==> src/rtl/apb_master_fsm.sv <==
// APB requester: accepts one command at a time on a valid/ready port, runs a
// SETUP->ACCESS transfer with an optional PREADY timeout, and presents the
// result on a response port that is held until consumed.
//
// state  | meaning
// IDLE   | cmd_ready high, waiting for cmd_valid
// SETUP  | PSEL high, PENABLE low, one cycle only
// ACCESS | PSEL and PENABLE high, waiting for PREADY or timeout
// RESP   | response held on rsp_* until rsp_ready
module apb_master_fsm #(
  parameter int ADDR_W         = 8,
  parameter int DATA_W         = 32,
  parameter int TIMEOUT_CYCLES = 16
) (
  input  logic              PCLK,
  input  logic              PRESET,
  input  logic              cmd_valid,
  output logic              cmd_ready,
  input  logic              cmd_write,
  input  logic [ADDR_W-1:0] cmd_addr,
  input  logic [DATA_W-1:0] cmd_wdata,
  output logic              rsp_valid,
  input  logic              rsp_ready,
  output logic [DATA_W-1:0] rsp_rdata,
  output logic              rsp_err,
  output logic              rsp_timeout,
  output logic              PSEL,
  output logic              PENABLE,
  output logic              PWRITE,
  output logic [ADDR_W-1:0] PADDR,
  output logic [DATA_W-1:0] PWDATA,
  input  logic [DATA_W-1:0] PRDATA,
  input  logic              PREADY,
  input  logic              PSLVERR
);

  // A zero timeout still needs a legal counter width; the counter then
  // just saturates and never triggers an abort.
  localparam int              CNT_W    = (TIMEOUT_CYCLES > 0) ? $clog2(TIMEOUT_CYCLES + 1) : 1;
  localparam bit              TMO_EN   = (TIMEOUT_CYCLES > 0);
  localparam logic [CNT_W-1:0] CNT_MAX  = '1;
  localparam logic [CNT_W-1:0] CNT_LAST = TMO_EN ? CNT_W'(TIMEOUT_CYCLES - 1) : '0;

  typedef enum logic [1:0] {
    ST_IDLE   = 2'd0,
    ST_SETUP  = 2'd1,
    ST_ACCESS = 2'd2,
    ST_RESP   = 2'd3
  } state_t;

  state_t              state, state_nxt;
  logic [CNT_W-1:0]    wait_cnt, wait_cnt_nxt;
  logic                cmd_ready_nxt;
  logic                rsp_valid_nxt;
  logic [DATA_W-1:0]   rsp_rdata_nxt;
  logic                rsp_err_nxt;
  logic                rsp_timeout_nxt;
  logic                psel_nxt;
  logic                penable_nxt;
  logic                pwrite_nxt;
  logic [ADDR_W-1:0]   paddr_nxt;
  logic [DATA_W-1:0]   pwdata_nxt;

  // State register plus every output register; reset drops the bus at once
  // and discards any pending response.
  always_ff @(posedge PCLK) begin
    if (PRESET) begin
      state       <= ST_IDLE;
      wait_cnt    <= '0;
      cmd_ready   <= 1'b1;
      rsp_valid   <= 1'b0;
      rsp_rdata   <= '0;
      rsp_err     <= 1'b0;
      rsp_timeout <= 1'b0;
      PSEL        <= 1'b0;
      PENABLE     <= 1'b0;
      PWRITE      <= 1'b0;
      PADDR       <= '0;
      PWDATA      <= '0;
    end else begin
      state       <= state_nxt;
      wait_cnt    <= wait_cnt_nxt;
      cmd_ready   <= cmd_ready_nxt;
      rsp_valid   <= rsp_valid_nxt;
      rsp_rdata   <= rsp_rdata_nxt;
      rsp_err     <= rsp_err_nxt;
      rsp_timeout <= rsp_timeout_nxt;
      PSEL        <= psel_nxt;
      PENABLE     <= penable_nxt;
      PWRITE      <= pwrite_nxt;
      PADDR       <= paddr_nxt;
      PWDATA      <= pwdata_nxt;
    end
  end

  // Next-state and next-output decode; everything holds unless a state acts.
  always_comb begin
    state_nxt       = state;
    wait_cnt_nxt    = wait_cnt;
    cmd_ready_nxt   = cmd_ready;
    rsp_valid_nxt   = rsp_valid;
    rsp_rdata_nxt   = rsp_rdata;
    rsp_err_nxt     = rsp_err;
    rsp_timeout_nxt = rsp_timeout;
    psel_nxt        = PSEL;
    penable_nxt     = PENABLE;
    pwrite_nxt      = PWRITE;
    paddr_nxt       = PADDR;
    pwdata_nxt      = PWDATA;

    case (state)
      ST_IDLE: begin
        if (cmd_valid) begin
          state_nxt     = ST_SETUP;
          cmd_ready_nxt = 1'b0;
          psel_nxt      = 1'b1;
          penable_nxt   = 1'b0;
          pwrite_nxt    = cmd_write;
          paddr_nxt     = cmd_addr;
          pwdata_nxt    = cmd_wdata;
        end
      end

      ST_SETUP: begin
        state_nxt    = ST_ACCESS;
        penable_nxt  = 1'b1;
        wait_cnt_nxt = '0;
      end

      ST_ACCESS: begin
        if (PREADY) begin
          state_nxt       = ST_RESP;
          psel_nxt        = 1'b0;
          penable_nxt     = 1'b0;
          rsp_valid_nxt   = 1'b1;
          rsp_rdata_nxt   = PWRITE ? '0 : PRDATA;
          rsp_err_nxt     = PSLVERR;
          rsp_timeout_nxt = 1'b0;
        end else if (TMO_EN && (wait_cnt == CNT_LAST)) begin
          state_nxt       = ST_RESP;
          psel_nxt        = 1'b0;
          penable_nxt     = 1'b0;
          rsp_valid_nxt   = 1'b1;
          rsp_rdata_nxt   = '0;
          rsp_err_nxt     = 1'b1;
          rsp_timeout_nxt = 1'b1;
        end else if (wait_cnt != CNT_MAX) begin
          wait_cnt_nxt = wait_cnt + CNT_W'(1);
        end
      end

      ST_RESP: begin
        if (rsp_ready) begin
          state_nxt     = ST_IDLE;
          rsp_valid_nxt = 1'b0;
          cmd_ready_nxt = 1'b1;
        end
      end

      default: begin
        state_nxt     = ST_IDLE;
        cmd_ready_nxt = 1'b1;
        rsp_valid_nxt = 1'b0;
        psel_nxt      = 1'b0;
        penable_nxt   = 1'b0;
      end
    endcase
  end

endmodule

==> config.mk <==
export PLATFORM = sky130hd
export DESIGN_NAME = apb_master_fsm
export DESIGN_NICKNAME = d
export VERILOG_FILES = /design/src/rtl/apb_master_fsm.sv
export SDC_FILE = /design/constraint.sdc
export NUM_CORES = 1
export LEC_CHECK = 0
export BUFFER_PORTS_ARGS = -buffer_cell sky130_fd_sc_hd__buf_4
export CAP_MARGIN = 20
export CORE_MARGIN = 1.5
export CORE_UTILIZATION = 45
export CTS_CLUSTER_DIAMETER = 40
export CTS_CLUSTER_SIZE = 8
export DETAILED_ROUTE_END_ITERATION = 6
export GPL_TIMING_DRIVEN = 0
export PLACE_DENSITY = 0.9
export SLEW_MARGIN = 20
export SYNTH_ARGS = -nofsm -noshare
export SYNTH_HDL_FRONTEND = slang
export SYNTH_SLANG_ARGS = --single-unit
==> constraint.sdc <==
create_clock -name PCLK -period 2.4 [get_ports PCLK]
set_clock_uncertainty 0.1 [all_clocks]
set_input_delay 0 -clock PCLK [delete_from_list [all_inputs] [get_ports PCLK]]
set_output_delay 0 -clock PCLK [all_outputs]
set_load 0.05 [all_outputs]
==> results of run 1 <==
==> state kept, by name, indices dropped and copies added (netlist names) <==
| signal | count |
|---|---|
| PSEL | 1 |
| rsp_timeout | 1 |
| PWRITE | 1 |
| PWDATA | 32 |
| cmd_ready | 1 |
| state | 2 |
| PENABLE | 1 |
| rsp_err | 1 |
| wait_cnt | 5 |
| PADDR | 8 |
| rsp_rdata | 32 |
| rsp_valid | 1 |
==> through the flow <==
stage | instances | hold slack, ns | area [um2] | worst slack, ns
2_1_floorplan | 368 | 0.0360 | 3190 | 0.391
3_3_place_gp | 619 | 0.126 | 4470 | 0.284
3_5_place_dp | 619 | 0.137 | 4470 | 0.172
4_1_cts | 712 | 0.101 | 5450 | 0.156
5_1_grt | 712 | 0.167 | 5450 | 0.0835
6_report | 713 | 0.102 | 5460 | 0.161
==> Yosys cell counts (all sizes together), types with 4 or more instances <==
cell	number
nand2	86
buf	15
a21oi	52
o21ai	5
nor2	34
dfxtp	86
a22oi	32
inv	4
nand3	4
nand2b	7
clkbuf	13
ha	8
==> cell families after synthesis <==
kind of cell,count (synthesis),share of synthesized area
adders and majority gates,8,0.0314
DFF,86,0.540
and+or+nand+nor,144,0.197
AOI/OAI and AO/OA,98,0.188
buffers and inverters,32,0.0443
==> report_power, final <==
part	internal (mW)	total, mW	leakage, nW	switching, mW
Sequential	1.66	1.81	0.701	0.148
Clock	0.496	1.06	0.101	0.567
Combinational	0.752	2.24	1.59	1.49
Total	2.91	5.11	2.39	2.20
==> worst paths after layout <==
kind	startpoint	end	slack, ns	cells past startpoint
setup / recovery	wait_cnt[0]	wait_cnt[2]	0.16	6
hold / removal	PRESET	PWDATA[26]	0.10	3
setup reg to reg	wait_cnt[0]	wait_cnt[2]	0.16	6
hold reg to reg	PWDATA[26]	PWDATA[26]	0.36	2
==> repair_timing <==
action,CTS,global route
endpoints found under the setup margin,0,20
hold endpoints to repair,84,0
hold buffers,77,0
gates resized for setup,0,1
==> layout make-up <==
cell class                      count  area share
Buffer                             28      0.0232
Tap cell                           96      0.0220
Multi-Input combinational cell    250       0.244
Clock buffer                        9      0.0227
Antenna cell                        1    0.000459
Sequential cell                    86       0.316
Clock inverter                      7      0.0149
Inverter                            4     0.00275
Timing Repair Buffer              232       0.355
==> critical path: cells and delay by family, from the launching register on <==
kind	cells	cell delay (ns)
AOI/OAI and AO/OA	2	0.29
and+or+nand+nor	2	0.84
adders and majority gates	2	0.53
DFF	1	0.35
==> layer usage <==
metal	GRT usage	wire, um	up-vias
li1	-	-	1738
met1	0.301	4330	1745
met2	0.544	6040	176
met3	0.0919	844	47
met4	0.152	487	0
met5	0	0	-
==> results by group, run 1 <==
Run status
  – Status: completed

Route
  – Starting DRC count in detailed routing: 267
  – DRC viols: 0
  – Avg WL per Cell: 16.4 um
  – DRT Pass-1 Iters: 5
  – Final WL: 11.7 mm
  – Vias: 3706
  – Antenna Nets Post-Route: 0
  – Via/cell ratio: 5.20

Placed design
  – HPWL after DPL: 6.44 mm
  – Port Buffers: 155
  – Routability Congestion: 0.743

Timing
  – Tmin final: 2.24 ns
  – RSZ-0062 raised after global routing: no
  – Final worst-path cycle share: 0.933
  – Fin Setup TNS: 0 ns
  – Worst slew margin relative to its limit: 0.645
  – Worst slew pin tran: 0.533 ns
  – # setup viols final: 0
  – Final-report hold violation count: 0
  – Fmax: 0.447 GHz
  – Pins Over Slew Limit: 0

GRT
  – First-pass GRT wire length: 17.3 mm
  – GRT Overall Usage: 0.297
  – Largest net degree at the start of global routing: 17
  – Vias in the first global route: 3683
  – Initial antenna violation count: 0
  – Total grt overflow: 0

Clock tree
  – Setup bufs post-CTS: 0
  – Later-pin clock latency in the skew report: 0.36 ns
  – Max Root-Sink Buffers: 2
  – Clk slew on worst S/H paths: 0.09 ns
  – CTS tree: yes
  – H-tree depth: 3
  – Root Buffer Master: clkbuf_8
  – CTS buffer count: 9
  – Clk sinks: 86

Synth
  – EDFF count, synth: 0
  – Sequential area share after synthesis: 0.540
  – Synth Area per Inst: 8.67 um2
  – FF+latch count, synth: 86
  – Post-synthesis instance total: 368
  – Share of the synthesized area in the top cell type: 0.540
  – Main area contributors after synthesis: dfxtp_1 54%, nand2_1 10%, a21oi_1 8.2%
  – Yosys cell types: 34
  – Asr flop ratio synth: 0
  – Synth Net Count: 455
  – Ys flop type: dfxtp_1
  – Leading area contributor after synthesis: dfxtp_1
  – Ys Warns: 0
  – Post-Syn Area: 3190 um2

Worst setup path
  – Crit path kind: flip-flop to flip-flop
  – Worst setup EP type: flip-flop
  – Worst EP arrival: 2.36 ns
  – Worst-path cell chain: ha_1, and3_1, ha_1, or4b_4, o21ai_1, a311oi_1
  – CP max stage delay: 0.62 ns
  – Slowest library cell on the worst path: or4b_4
  – CP required: 2.52 ns
  – CP dominant cell by count: ha_1
  – CP Launch Type: flip-flop
  – Worst-path maximum fanout: 6

Layout
  – Layout cells sized above 1: 0.302
  – Core Util, Final: 0.799
  – Most frequent cells in the layout: 155 x buf_4, 86 x dfxtp_1, 86 x nand2_1
  – NumNets Final: 698
  – Syn-to-layout area delta: 71.0%
  – FF/Latch Area: 1720 um2
  – Area of the multi-input gates: 1330 um2
  – Filler instances: 417
  – Most common cell after layout, fill and taps aside: buf_4

Worst hold path
  – Hold Path Class: input port to flip-flop

Pwr
  – Power per cell area: 937 nW/um2
  – Total power: 5.11 mW
  – Leak Pwr: 2.39 nW
  – VDD IR max: 0.000611 V

Die
  – Placeable Area: 6830 um2
  – Top Ports: 158
  – Die area: 7600 um2
  – Die Ht: 87.2 um
  – Initial core utilization: 0.467
  – Row count: 30
  – Die W: 87.2 um

Run
  – Max cap viols: 0
No activity file was read; power rests on OpenSTA's default activity.
==> run 2, diff against run 1 <==
- CORE_UTILIZATION: 45 -> 41
- PLACE_DENSITY: 0.9 -> 0.87
- clock period: 2.4 -> 2 ns (I/O delays scaled with it)
==> run 2 against run 1 <==
Against the previous run:
- count of clock-buffer cells in the layout did not move
- sequential cell count did not move
- sequential power rose by 19%
- non-clock buffer count rose by 4
- clock power rose by 42%
- largest power group unchanged
- highest routed layer unchanged
==> results by group, run 2 (same netlist as run 1, synthesis figures left out) <==
Run status
  – Status: completed

Worst setup path
  – Crit path kind: flip-flop to flip-flop
  – Worst setup EP type: flip-flop
  – CP required: 2.11 ns
  – Worst-path maximum fanout: 6
  – Worst EP arrival: 2.10 ns
  – Reg2reg setup slack: 0.01 ns
  – CP Launch Type: flip-flop

GRT
  – Largest net degree at the start of global routing: 17
  – Total grt overflow: 0
  – First-pass GRT wire length: 17.0 mm
  – GRT Overall Usage: 0.256
  – Vias in the first global route: 3695
  – Initial antenna violation count: 0

Die
  – Initial core utilization: 0.433
  – Placeable Area: 7370 um2
  – Die area: 8320 um2
  – Top Ports: 158
  – Die Ht: 91.2 um
  – Die W: 91.2 um
  – Row count: 31

Route
  – DRT Pass-1 Iters: 5
  – Final WL: 11.0 mm
  – Via/cell ratio: 5.04
  – Starting DRC count in detailed routing: 192
  – Avg WL per Cell: 15.3 um
  – Antenna Nets Post-Route: 0
  – Vias: 3624
  – DRC viols: 0

Run
  – Max cap viols: 0

Timing
  – Final-report hold violation count: 0
  – Final worst-path cycle share: 0.994
  – Fmax: 0.503 GHz
  – Worst slew margin relative to its limit: 0.604
  – Pins Over Slew Limit: 0
  – Worst Slack Setup Final: 0.0120 ns
  – Worst slew pin tran: 0.594 ns
  – # setup viols final: 0
  – Tmin final: 1.99 ns

Clock tree
  – Clk slew on worst S/H paths: 0.09 ns
  – Root Buffer Master: clkbuf_8
  – Later-pin clock latency in the skew report: 0.35 ns
  – CTS tree: yes
  – CTS buffer count: 9
  – Max Root-Sink Buffers: 2
  – H-tree depth: 3
  – Clk sinks: 86

Placed design
  – Port Buffers: 155
  – Dpl cells: 622
  – Routability Congestion: 0.839
  – Worst slack, placed: -0.124 ns
  – HPWL after DPL: 6.43 mm

Layout
  – Syn-to-layout area delta: 75.0%
  – Post-route insts no fill: 719
  – Most frequent cells in the layout: 159 x buf_4, 86 x nand2_1, 84 x dfxtp_1
  – Most common cell after layout, fill and taps aside: buf_4
  – NumNets Final: 702
  – Top flop regs: PWDATA (32), rsp_rdata (32), PADDR (8)
  – Layout cells sized above 1: 0.319
  – Filler instances: 497
  – Ant. Diodes: 0

Worst hold path
  – Hold Path Class: input port to flip-flop

Pwr
  – Power per cell area: 1140 nW/um2
  – Leak Pwr: 2.43 nW
  – VDD IR max: 0.000645 V
  – Total power: 6.36 mW
[run 2: worst max-delay path: stages, from the launching register on]
cell	delay (ns)
dfxtp_4	0.36
ha_4	0.17
and3_4	0.19
ha_4	0.18
or4b_4	0.59
o21ai_2	0.15
a311oi_2	0.10
[run 2: where the power goes]
group / total, mW / switching [mW] / leakage, nW / internal (mW)
clock: 1.51 / 0.659 / 0.126 / 0.850
sequential: 2.16 / 0.171 / 0.702 / 1.99
combinational: 2.69 / 1.77 / 1.60 / 0.919
total: 6.36 / 2.60 / 2.43 / 3.76
[run 2: repair_timing]
| action | 4_1_cts | 5_1_grt |
|---|---|---|
| setup buffers | 0 | 4 |
| gates resized for setup | 7 | 5 |
| gates cloned | 0 | 0 |
| hold buffers | 77 | 0 |
| hold endpoints to repair | 84 | 0 |
| endpoints found under the setup margin | 35 | 4 |
| pin swaps | 1 | 4 |
[run 2: path summary, 6_finish.rpt]
kind | startpoint | end | cells after the start
setup / recovery | wait_cnt[0] | wait_cnt[3] | 6
hold / removal | PRESET | PWDATA[20] | 3
setup reg to reg | wait_cnt[0] | wait_cnt[3] | 6
hold reg to reg | PWDATA[11] | PWDATA[11] | 2
[run 2: metrics by stage]
step	cell area, um2	hold WS [ns]	TNS [ns]	utilization
2_1_floorplan	3190	0.0360	0	-
3_3_place_gp	4480	0.125	-1.87	0.608
3_5_place_dp	4480	0.134	-2.76	0.608
4_1_cts	5530	0.119	0	0.750
5_1_grt	5580	0.168	-0.0185	0.758
6_report	5580	0.127	0	0.758
[run 2: layout make-up]
cell class / count / area, um2 / area share
buffer: 28 / 126 / 0.0226
clock buffer: 9 / 124 / 0.0222
clock inverter: 7 / 128 / 0.0229
inverter: 4 / 15.0 / 0.00269
multi-input combinational: 250 / 1370 / 0.246
sequential: 86 / 1730 / 0.310
tap: 99 / 124 / 0.0222
timing repair buffer: 236 / 1960 / 0.352
[run 2: metal layers]
| metal | part of all wire | vias to the layer above | track usage |
|---|---|---|---|
| met1 | 0.38 | 1696 | 0.269 |
| met5 | 0 | - | 0 |
| met3 | 0.071 | 30 | 0.0687 |
| li1 | - | 1746 | - |
| met2 | 0.52 | 152 | 0.484 |
| met4 | 0.028 | 0 | 0.0898 |
